**src/rtl/switch_pkg.sv**
```systemverilog
// -----------------------------------------------------------------------------
// switch_pkg
// Shared definitions for the switch datapath merge stage:
//   - default word width and burst limit
//   - arbiter FSM state encodings (2-bit, 2'd3 is illegal)
//   - saturating counter helper used by the burst counter
// -----------------------------------------------------------------------------
package switch_pkg;

   localparam int DATA_W_DEF = 5;
   localparam int BURST_DEF  = 4;

   typedef logic [1:0] state_t;

   localparam logic [1:0] ST_IDLE = 2'd0;
   localparam logic [1:0] ST_OWN0 = 2'd1;
   localparam logic [1:0] ST_OWN1 = 2'd2;

   // Increment v by one, but never beyond lim.
   function automatic logic [3:0] sat_inc(input logic [3:0] v, input logic [3:0] lim);
      logic [3:0] r;
      if (v >= lim) begin
         r = v;
      end else begin
         r = v + 4'd1;
      end
      return r;
   endfunction

endpackage

```
**src/rtl/mux_rr_2to1_if.sv**
```systemverilog
// -----------------------------------------------------------------------------
// mux_rr_2to1_if
// Bundles the FIFO-side and downstream-side signals of the 2:1 merge stage.
//   master : upstream FIFOs / downstream stage (drives words, valids, pause)
//   slave  : the merge stage itself (drives pops and the merged stream)
// Signals:
//   data_in0/1, valid_in0/1 : head word and non-empty flag of each FIFO
//   pause                   : downstream almost-full
//   pop0/pop1               : combinational read strobes to the FIFOs
//   data_out/valid_out      : registered merged word and its valid
//   grant                   : registered current owner (1 = input 1)
// -----------------------------------------------------------------------------
interface mux_rr_2to1_if
   import switch_pkg::*;
#(
   parameter int DATA_W = DATA_W_DEF
);
   logic [DATA_W-1:0] data_in0;
   logic              valid_in0;
   logic [DATA_W-1:0] data_in1;
   logic              valid_in1;
   logic              pause;
   logic              pop0;
   logic              pop1;
   logic [DATA_W-1:0] data_out;
   logic              valid_out;
   logic              grant;

   modport master (
      output data_in0, valid_in0, data_in1, valid_in1, pause,
      input  pop0, pop1, data_out, valid_out, grant
   );

   modport slave (
      input  data_in0, valid_in0, data_in1, valid_in1, pause,
      output pop0, pop1, data_out, valid_out, grant
   );
endinterface

```
**src/rtl/rr_burst_arbiter.sv**
```systemverilog
// -----------------------------------------------------------------------------
// rr_burst_arbiter
// Burst-limited round-robin arbiter between two FIFOs.
//   clk, reset_L       : clock, async active-low reset
//   i_valid0/i_valid1  : FIFO non-empty flags
//   i_pause            : downstream almost-full, blocks all pops
//   o_pop0/o_pop1      : combinational read strobes (at most one high)
//   o_grant            : registered owner, 1 when input 1 owns the output
// -----------------------------------------------------------------------------
module rr_burst_arbiter
   import switch_pkg::*;
#(
   parameter int BURST = BURST_DEF
)(
   input  logic clk,
   input  logic reset_L,
   input  logic i_valid0,
   input  logic i_valid1,
   input  logic i_pause,
   output logic o_pop0,
   output logic o_pop1,
   output logic o_grant
);

   localparam logic [3:0] BURST_CNT = 4'(BURST);

   state_t     r_state;
   logic [3:0] r_cnt;
   state_t     w_state_nxt;
   logic [3:0] w_cnt_nxt;
   logic       w_pop0;
   logic       w_pop1;
   logic       w_burst_done;

   assign w_burst_done = (r_cnt == BURST_CNT);

   // Pop decode: the owner pops while valid, except on the handover cycle
   // where the burst is exhausted and the other side is waiting.
   always_comb begin
      w_pop0 = 1'b0;
      w_pop1 = 1'b0;
      if (!reset_L || i_pause) begin
         w_pop0 = 1'b0;
         w_pop1 = 1'b0;
      end else begin
         case (r_state)
            ST_IDLE: begin
               w_pop0 = i_valid0;
               w_pop1 = ~i_valid0 & i_valid1;
            end
            ST_OWN0: begin
               w_pop0 = i_valid0 & ~(w_burst_done & i_valid1);
               w_pop1 = 1'b0;
            end
            ST_OWN1: begin
               w_pop0 = 1'b0;
               w_pop1 = i_valid1 & ~(w_burst_done & i_valid0);
            end
            default: begin
               w_pop0 = 1'b0;
               w_pop1 = 1'b0;
            end
         endcase
      end
   end

   // Next-state and burst-count logic; the illegal encoding falls back to
   // IDLE even while paused.
   always_comb begin
      w_state_nxt = r_state;
      w_cnt_nxt   = r_cnt;
      case (r_state)
         ST_IDLE: begin
            if (i_pause) begin
               w_state_nxt = r_state;
               w_cnt_nxt   = r_cnt;
            end else if (i_valid0) begin
               w_state_nxt = ST_OWN0;
               w_cnt_nxt   = 4'd1;
            end else if (i_valid1) begin
               w_state_nxt = ST_OWN1;
               w_cnt_nxt   = 4'd1;
            end else begin
               w_state_nxt = ST_IDLE;
               w_cnt_nxt   = 4'd0;
            end
         end
         ST_OWN0: begin
            if (i_pause) begin
               w_state_nxt = r_state;
               w_cnt_nxt   = r_cnt;
            end else if (i_valid0 && ((r_cnt < BURST_CNT) || !i_valid1)) begin
               w_state_nxt = ST_OWN0;
               w_cnt_nxt   = sat_inc(r_cnt, BURST_CNT);
            end else if (i_valid1) begin
               w_state_nxt = ST_OWN1;
               w_cnt_nxt   = 4'd0;
            end else begin
               w_state_nxt = ST_IDLE;
               w_cnt_nxt   = 4'd0;
            end
         end
         ST_OWN1: begin
            if (i_pause) begin
               w_state_nxt = r_state;
               w_cnt_nxt   = r_cnt;
            end else if (i_valid1 && ((r_cnt < BURST_CNT) || !i_valid0)) begin
               w_state_nxt = ST_OWN1;
               w_cnt_nxt   = sat_inc(r_cnt, BURST_CNT);
            end else if (i_valid0) begin
               w_state_nxt = ST_OWN0;
               w_cnt_nxt   = 4'd0;
            end else begin
               w_state_nxt = ST_IDLE;
               w_cnt_nxt   = 4'd0;
            end
         end
         default: begin
            w_state_nxt = ST_IDLE;
            w_cnt_nxt   = 4'd0;
         end
      endcase
   end

   // State and burst counter registers.
   always_ff @(posedge clk or negedge reset_L) begin
      if (!reset_L) begin
         r_state <= ST_IDLE;
         r_cnt   <= 4'd0;
      end else begin
         r_state <= w_state_nxt;
         r_cnt   <= w_cnt_nxt;
      end
   end

   assign o_pop0  = w_pop0;
   assign o_pop1  = w_pop1;
   assign o_grant = (r_state == ST_OWN1);

endmodule

```
**src/rtl/mux_rr_2to1.sv**
```systemverilog
// -----------------------------------------------------------------------------
// mux_rr_2to1
// Two-input round-robin merge of two FIFO word streams into one registered
// output stream, with burst limiting and downstream back-pressure.
//   clk      : single clock
//   reset_L  : asynchronous active-low reset
//   bus      : mux_rr_2to1_if.slave (FIFO heads/valids, pause, pops,
//              data_out, valid_out, grant)
// Popped word appears on data_out one cycle after its pop; data_out holds
// its last value when nothing is popped.
// -----------------------------------------------------------------------------
module mux_rr_2to1
   import switch_pkg::*;
#(
   parameter int DATA_W = DATA_W_DEF,
   parameter int BURST  = BURST_DEF
)(
   input  logic         clk,
   input  logic         reset_L,
   mux_rr_2to1_if.slave bus
);

   logic              w_pop0;
   logic              w_pop1;
   logic              w_grant;
   logic [DATA_W-1:0] r_data_out;
   logic              r_valid_out;

   rr_burst_arbiter #(
      .BURST (BURST)
   ) u_arb (
      .clk      (clk),
      .reset_L  (reset_L),
      .i_valid0 (bus.valid_in0),
      .i_valid1 (bus.valid_in1),
      .i_pause  (bus.pause),
      .o_pop0   (w_pop0),
      .o_pop1   (w_pop1),
      .o_grant  (w_grant)
   );

   // Output register: capture the popped word, hold data when idle.
   always_ff @(posedge clk or negedge reset_L) begin
      if (!reset_L) begin
         r_data_out  <= '0;
         r_valid_out <= 1'b0;
      end else begin
         r_valid_out <= w_pop0 | w_pop1;
         if (w_pop0) begin
            r_data_out <= bus.data_in0;
         end else if (w_pop1) begin
            r_data_out <= bus.data_in1;
         end else begin
            r_data_out <= r_data_out;
         end
      end
   end

   assign bus.pop0      = w_pop0;
   assign bus.pop1      = w_pop1;
   assign bus.grant     = w_grant;
   assign bus.data_out  = r_data_out;
   assign bus.valid_out = r_valid_out;

endmodule
```
**src/flat_wrapper.sv**
```systemverilog
// flat-port wrapper written by rule: the top's interface ports become plain ports
module mux_rr_2to1_flat import switch_pkg::*;
#(
   parameter int DATA_W = DATA_W_DEF,
   parameter int BURST  = BURST_DEF
)
  (clk, reset_L, bus_data_in0, bus_valid_in0, bus_data_in1, bus_valid_in1, bus_pause, bus_pop0, bus_pop1, bus_data_out, bus_valid_out, bus_grant);
  mux_rr_2to1_if #(.DATA_W(DATA_W)) bus_i ();
  input  logic clk;
  input  logic reset_L;
  input wire logic [$bits(bus_i.data_in0)-1:0] bus_data_in0;
  input wire logic [$bits(bus_i.valid_in0)-1:0] bus_valid_in0;
  input wire logic [$bits(bus_i.data_in1)-1:0] bus_data_in1;
  input wire logic [$bits(bus_i.valid_in1)-1:0] bus_valid_in1;
  input wire logic [$bits(bus_i.pause)-1:0] bus_pause;
  output wire logic [$bits(bus_i.pop0)-1:0] bus_pop0;
  output wire logic [$bits(bus_i.pop1)-1:0] bus_pop1;
  output wire logic [$bits(bus_i.data_out)-1:0] bus_data_out;
  output wire logic [$bits(bus_i.valid_out)-1:0] bus_valid_out;
  output wire logic [$bits(bus_i.grant)-1:0] bus_grant;
  assign bus_i.data_in0 = bus_data_in0;
  assign bus_i.valid_in0 = bus_valid_in0;
  assign bus_i.data_in1 = bus_data_in1;
  assign bus_i.valid_in1 = bus_valid_in1;
  assign bus_i.pause = bus_pause;
  assign bus_pop0 = bus_i.pop0;
  assign bus_pop1 = bus_i.pop1;
  assign bus_data_out = bus_i.data_out;
  assign bus_valid_out = bus_i.valid_out;
  assign bus_grant = bus_i.grant;
  mux_rr_2to1 #(.DATA_W(DATA_W), .BURST(BURST)) u_core (.clk(clk), .reset_L(reset_L), .bus(bus_i));
endmodule
```
**config.mk**
```make
export PLATFORM = sky130hd
export DESIGN_NAME = mux_rr_2to1_flat
export DESIGN_NICKNAME = d
export VERILOG_FILES = /design/src/rtl/switch_pkg.sv /design/src/rtl/mux_rr_2to1_if.sv /design/src/rtl/rr_burst_arbiter.sv /design/src/rtl/mux_rr_2to1.sv /design/src/flat_wrapper.sv
export SDC_FILE = /design/constraint.sdc
export NUM_CORES = 1
export LEC_CHECK = 0
export ABC_AREA = 1
export BUFFER_PORTS_ARGS = -buffer_cell sky130_fd_sc_hd__buf_2
export CAP_MARGIN = 0
export CORE_MARGIN = 1.5
export CORE_UTILIZATION = 25
export DETAILED_ROUTE_END_ITERATION = 8
export REMOVE_ABC_BUFFERS = 1
export SLEW_MARGIN = 25
export SYNTH_ARGS = -nofsm -noshare
export SYNTH_HDL_FRONTEND = slang
export SYNTH_SLANG_ARGS = --single-unit
```
**constraint.sdc**
```tcl
create_clock -name clk -period 2 [get_ports clk]
set_clock_uncertainty 0.1 [all_clocks]
set_input_delay 0.4 -clock clk [delete_from_list [all_inputs] [get_ports clk]]
set_output_delay 0.4 -clock clk [all_outputs]
set_load 0.05 [all_outputs]
```
* After elaboration in Yosys (flattened, before gate mapping) *
Cells that the tools add are included.

storage, ports and cells
  register bits = 12
  bits in latches = 0
  bits in writable memories = 0
  ROM bits = 0
  bits of input ports = 15
  memories = 0

operators by class
  $add $sub $neg = 1
  multiply operators = 0
  divide/modulo/power cells = 0
  $lt $le $gt $ge = 2
  eq/ne operators = 6
  shift operators = 0
  muxes and demuxes = 24
  bitwise logic cells = 9
  reduce and logical (&&, ||, !) cells = 11

operator list
  kind                                                                           count
  4-bit 2-to-1 mux                                                               6
  2-bit 2-to-1 mux                                                               7
  4-bit case mux with 3 select lines                                             1
  5-bit 2-to-1 mux                                                               2
  2-bit inequality test (second input constant)                                  3
  2-bit case mux with 3 select lines                                             1
  1-bit AND                                                                      5
  1-bit 2-to-1 mux                                                               5
  4-bit by 1-bit adder with 4-bit output (second input constant)                 1
  4-bit by 3-bit == test with 1-bit output (second input constant)               1
  4-bit by 3-bit >= comparator with 1-bit output (second input constant)         1
  4-bit by 3-bit less-than comparator with 1-bit output (second input constant)  1
  1-bit case mux with 2 select lines                                             2
  1-bit logical NOT                                                              3
  1-bit logical OR                                                               3
  1-bit NOT                                                                      3
  3-bit AND reduction                                                            1
  2-bit by 1-bit == test with 1-bit output (second input constant)               1
  2-bit == test (second input constant)                                          1
  1-bit logical AND                                                              2
  2-bit logical NOT                                                              1
  2-bit nonzero test                                                             1
  1-bit bitwise OR                                                               1

* Longest topological paths before layout *
  depth after elaboration = 8
  gate-level depth with buffers = 11

* Modules after synthesis *
A second synthesis with hierarchy kept.

unflattened totals
  cells, all modules = 92
  area, all modules = 700.7 um^2

modules (own cells, without submodules)
  module            times used  cells each  area an instance (um^2)  seq. area each (um^2)
  rr_burst_arbiter  1           63          444.2                    150.1
  mux_rr_2to1       1           29          256.5                    150.1

* Worst setup path before layout *
Ideal clock, no wire load.

  path kind = register -> output
  start point = register u_core.u_arb.r_cnt[0]
  end point = output port bus_pop0
  data arrival time = 1.376 ns
  required time = 1.500 ns
  setup slack = 0.124 ns
  stages on the path, launching flop included = 9
  path buffers = 1
  cells stage by stage = dfrtp_1 -> inv_1 -> ha_1 -> nand2_1 -> nor2_4 -> nand3_2 -> nand2_4 -> buf_6 -> inv_1

on the way
  cells in the longest elaborated chain, start to end = 6

ends and longest elaborated chain
  element                                   RTL line                 source
  start: declaration                        rr_burst_arbiter.sv:28   logic [3:0] r_cnt;
  start signal: assignment                  rr_burst_arbiter.sv:132  r_cnt <= w_cnt_nxt;
  4-bit by 3-bit == test with 1-bit output  rr_burst_arbiter.sv:35   assign w_burst_done = (r_cnt == BURST_CNT);
  1-bit AND                                 rr_burst_arbiter.sv:52   w_pop0 = i_valid0 & ~(w_burst_done & i_valid1);
  1-bit NOT                                 rr_burst_arbiter.sv:52
  1-bit AND                                 rr_burst_arbiter.sv:52
  1-bit case mux with 2 select lines        rr_burst_arbiter.sv:46   case (r_state)
  1-bit 2-to-1 mux                          rr_burst_arbiter.sv:42   if (!reset_L || i_pause) begin
  end: declaration                          flat_wrapper.sv:16       output wire logic [$bits(bus_i.pop0)-1:0] bus_pop0;

No other way between the ends.

* Worst setup path in the final report *
  start point = register u_core.u_arb.r_cnt[1]
  end point = output port bus_pop1

on the way
  cells in the longest elaborated chain, start to end = 6

ends and longest elaborated chain
  element                                   RTL line                source
  4-bit by 3-bit == test with 1-bit output  rr_burst_arbiter.sv:35
  1-bit AND                                 rr_burst_arbiter.sv:57  w_pop1 = i_valid1 & ~(w_burst_done & i_valid0);
  1-bit NOT                                 rr_burst_arbiter.sv:57
  1-bit AND                                 rr_burst_arbiter.sv:57
  1-bit case mux with 2 select lines        rr_burst_arbiter.sv:46
  1-bit 2-to-1 mux                          rr_burst_arbiter.sv:42
  end: declaration                          flat_wrapper.sv:17      output wire logic [$bits(bus_i.pop1)-1:0] bus_pop1;

No other way between the ends.

==> results.sh <==
export IMPL_synth_distinct_cells=18
export IMPL_synthCells=109
export IMPL_cp_max_fo=2
export IMPL_clockBufferDepth=2
export IMPL_antenna_found_initial=0
export IMPL_die_area_um2=3480
export IMPL_path_common_cell="inv_1"
export IMPL_vias_per_cell=4.40
export IMPL_synth_seq_area_share=0.383
export IMPL_io_pins=24
export IMPL_cap_violations=0
export IMPL_htreeDepth=1
export IMPL_min_path_type="in2reg"
export IMPL_required_ns=1.50
export IMPL_min_period_over_period=0.967
export IMPL_root_buffer="clkbuf_4"
export IMPL_slew_viol_final=0
export IMPL_overflow=0
export IMPL_power_mw=1.16
export IMPL_vias=783
export IMPL_firstDrtPassIters=4
export IMPL_hold_slack_ns=0.289
export IMPL_netlist_area_leader_share=0.383
export IMPL_leakagePower_nw=0.626
export IMPL_synth_area_leaders="dfrtp_1, nand2_1, nand3_1"
export IMPL_synth_avg_cell_area_um2=7.19
export IMPL_layout_common_cells="nand2_1, buf_2, nand3_1"
export IMPL_setup_viol=0
export IMPL_pre_cts_ws_ns=0.194
export IMPL_yosys_area_top_type="dfrtp_1"
export IMPL_synth_area_um2=783
export IMPL_start_util=0.261
export IMPL_clock_sinks=12
export IMPL_synth_seq_cells=12
export IMPL_cpPeakStageDelay_ns=0.38
export IMPL_drt_initial_drc_count=8
export IMPL_cp_slowest_cell="dfrtp_1"
export IMPL_powerDensity_nw_per_um2=1080
export IMPL_tightest_slew_ns=0.251
export IMPL_finalHoldViolations=0
export IMPL_final_antenna_net_count=0
export IMPL_status="finished clean"
export IMPL_antennaDiodeCount=0
export IMPL_cp_end_kind="output port"
export IMPL_worstPathArrival_ns=1.43
export IMPL_port_buffers=23
export IMPL_grt_pass1_wl_mm=3.06
export IMPL_startpoint_type="flip-flop"
export IMPL_postLayoutCoreUtil=0.356
export IMPL_cp_top_family="flip-flops"
export IMPL_worstSkewPairLatency_ns=0.27
export IMPL_gp_congestion=0.859
export IMPL_drive_gt1_frac=0.352
export IMPL_routed_wl_mm=1.82
export IMPL_grt_pass1_vias=748
export IMPL_drc=0
export IMPL_clkTransAtPathRegs_ns=0.08
export IMPL_worst_setup_path_type="reg2out"
export IMPL_rsz0062_at_grt="true"
export IMPL_place_detailed_hpwl_mm=1.47
export IMPL_max_freq_mhz=517
export IMPL_seq_area_um2=300
export IMPL_core_region_area_um2=3000
export IMPL_ir_drop_mv=0.411
export IMPL_grt_max_degree=13
export IMPL_cts_made_buffers=3
export IMPL_worst_path_buf_inv=3
export IMPL_worst_slack_ns=0.0654
export IMPL_nNetsFinal=163
export IMPL_multi_input_area_um2=430
export IMPL_final_common_cell="nand2_1"
export IMPL_die_h_um=59.0
export IMPL_die_w_um=59.0
export IMPL_fill_cells=326
export IMPL_tritoncts="done"
export IMPL_cp_cell_sequence="inv_1, ha_1, nand2_2, nor2_4, nor2_2, o21ai_4, inv_1, buf_6"
export IMPL_syn_to_final_growth_pct=36.6
export IMPL_grt_usage=0.118
export IMPL_finalCriticalPeriod_ns=1.93
export IMPL_relSlewSlack=0.833
export IMPL_synth_warnings=0
export IMPL_wl_per_cell_um=10.2
export IMPL_rows=20
[path summary, 6_finish.rpt]
kind                                   startpoint                      end  slack [ns]  cells past startpoint
min in group asynchronous                 reset_L    u_core.u_arb.r_cnt[0]        0.50                      3
setup / recovery            u_core.u_arb.r_cnt[1]                 bus_pop1        0.07                      8
max in group asynchronous                 reset_L     u_core.bus.valid_out        1.15                      3
hold / removal                          bus_pause  u_core.u_arb.r_state[0]        0.29                      3
hold reg to reg            u_core.bus.data_out[4]   u_core.bus.data_out[4]        0.41                      2
setup reg to reg            u_core.u_arb.r_cnt[1]   u_core.bus.data_out[3]        0.28                     11
[report_power, final]
part / switching [mW] / total (mW) / internal (mW) / leakage (nW)
clock: 0.0790 / 0.190 / 0.111 / 0.0210
sequential: 0.0618 / 0.380 / 0.319 / 0.154
combinational: 0.390 / 0.588 / 0.198 / 0.450
[per-layer routing]
layer  part of all wire  vias to the layer above  GRT usage
met4              0.015                        0     0.0909
met3              0.022                        2     0.0262
met2               0.53                       13      0.184
met5                  0                        -          0
li1                   -                      412          -
met1               0.43                      356      0.140
[final cells by class]
| cell class | instances | area share |
|---|---|---|
| multi-input combinational | 81 | 0.402 |
| timing repair buffer | 33 | 0.192 |
| inverter | 15 | 0.0526 |
| sequential | 12 | 0.281 |
| clock buffer | 4 | 0.0339 |
| tap | 33 | 0.0386 |
[synthesized netlist by cell type, drive strengths merged]
cell type  number
dfrtp          12
nor3            1
a21oi           1
buf             1
nand3          17
xor2            1
o211ai          1
o21ai           5
ha              2
inv            15
nand2          46
nor2            7
[per-stage QoR]
step / setup TNS, ns / instance area (um^2) / cells
2_1_floorplan: 0 / 772 / 108
6_report: 0 / 1070 / 178
4_1_cts: 0 / 1040 / 175
3_3_place_gp: 0 / 958 / 168
3_5_place_dp: 0 / 958 / 168
5_1_grt: -0.0569 / 1070 / 178
[repair_timing]
| item | in CTS | in global routing |
|---|---|---|
| endpoints found under the setup margin | 2 | 2 |
| pin swaps | 1 | 2 |
| hold endpoints to repair | 12 | 0 |
| hold buffers | 1 | 0 |
| buffers inserted | 2 | 3 |
| resized for setup | 6 | 2 |
[kinds of logic (layout without fill, tap and decap cells)]
family,count (synthesis),count (layout),share of synthesized area
fa+ha+maj,2,2,0.0319
flops,12,12,0.383
simple gates,71,71,0.425
buf+inv,16,52,0.0863
xor+xnor,1,1,0.0112
compound gates,7,7,0.0623
[state kept, by name, summed over array words and instances (netlist names)]
name and count:
u_core.u_arb.r_state 2, u_core.bus.valid_out 1, u_core.u_arb.r_cnt 4, u_core.bus.data_out 5
[tightest hold or removal path: cells and delay by family]
kind	cells	cell delay [ns]
buffers and inverters	1	0.09
and+or+nand+nor	2	0.14
No activity file was read; power rests on OpenSTA's default activity.
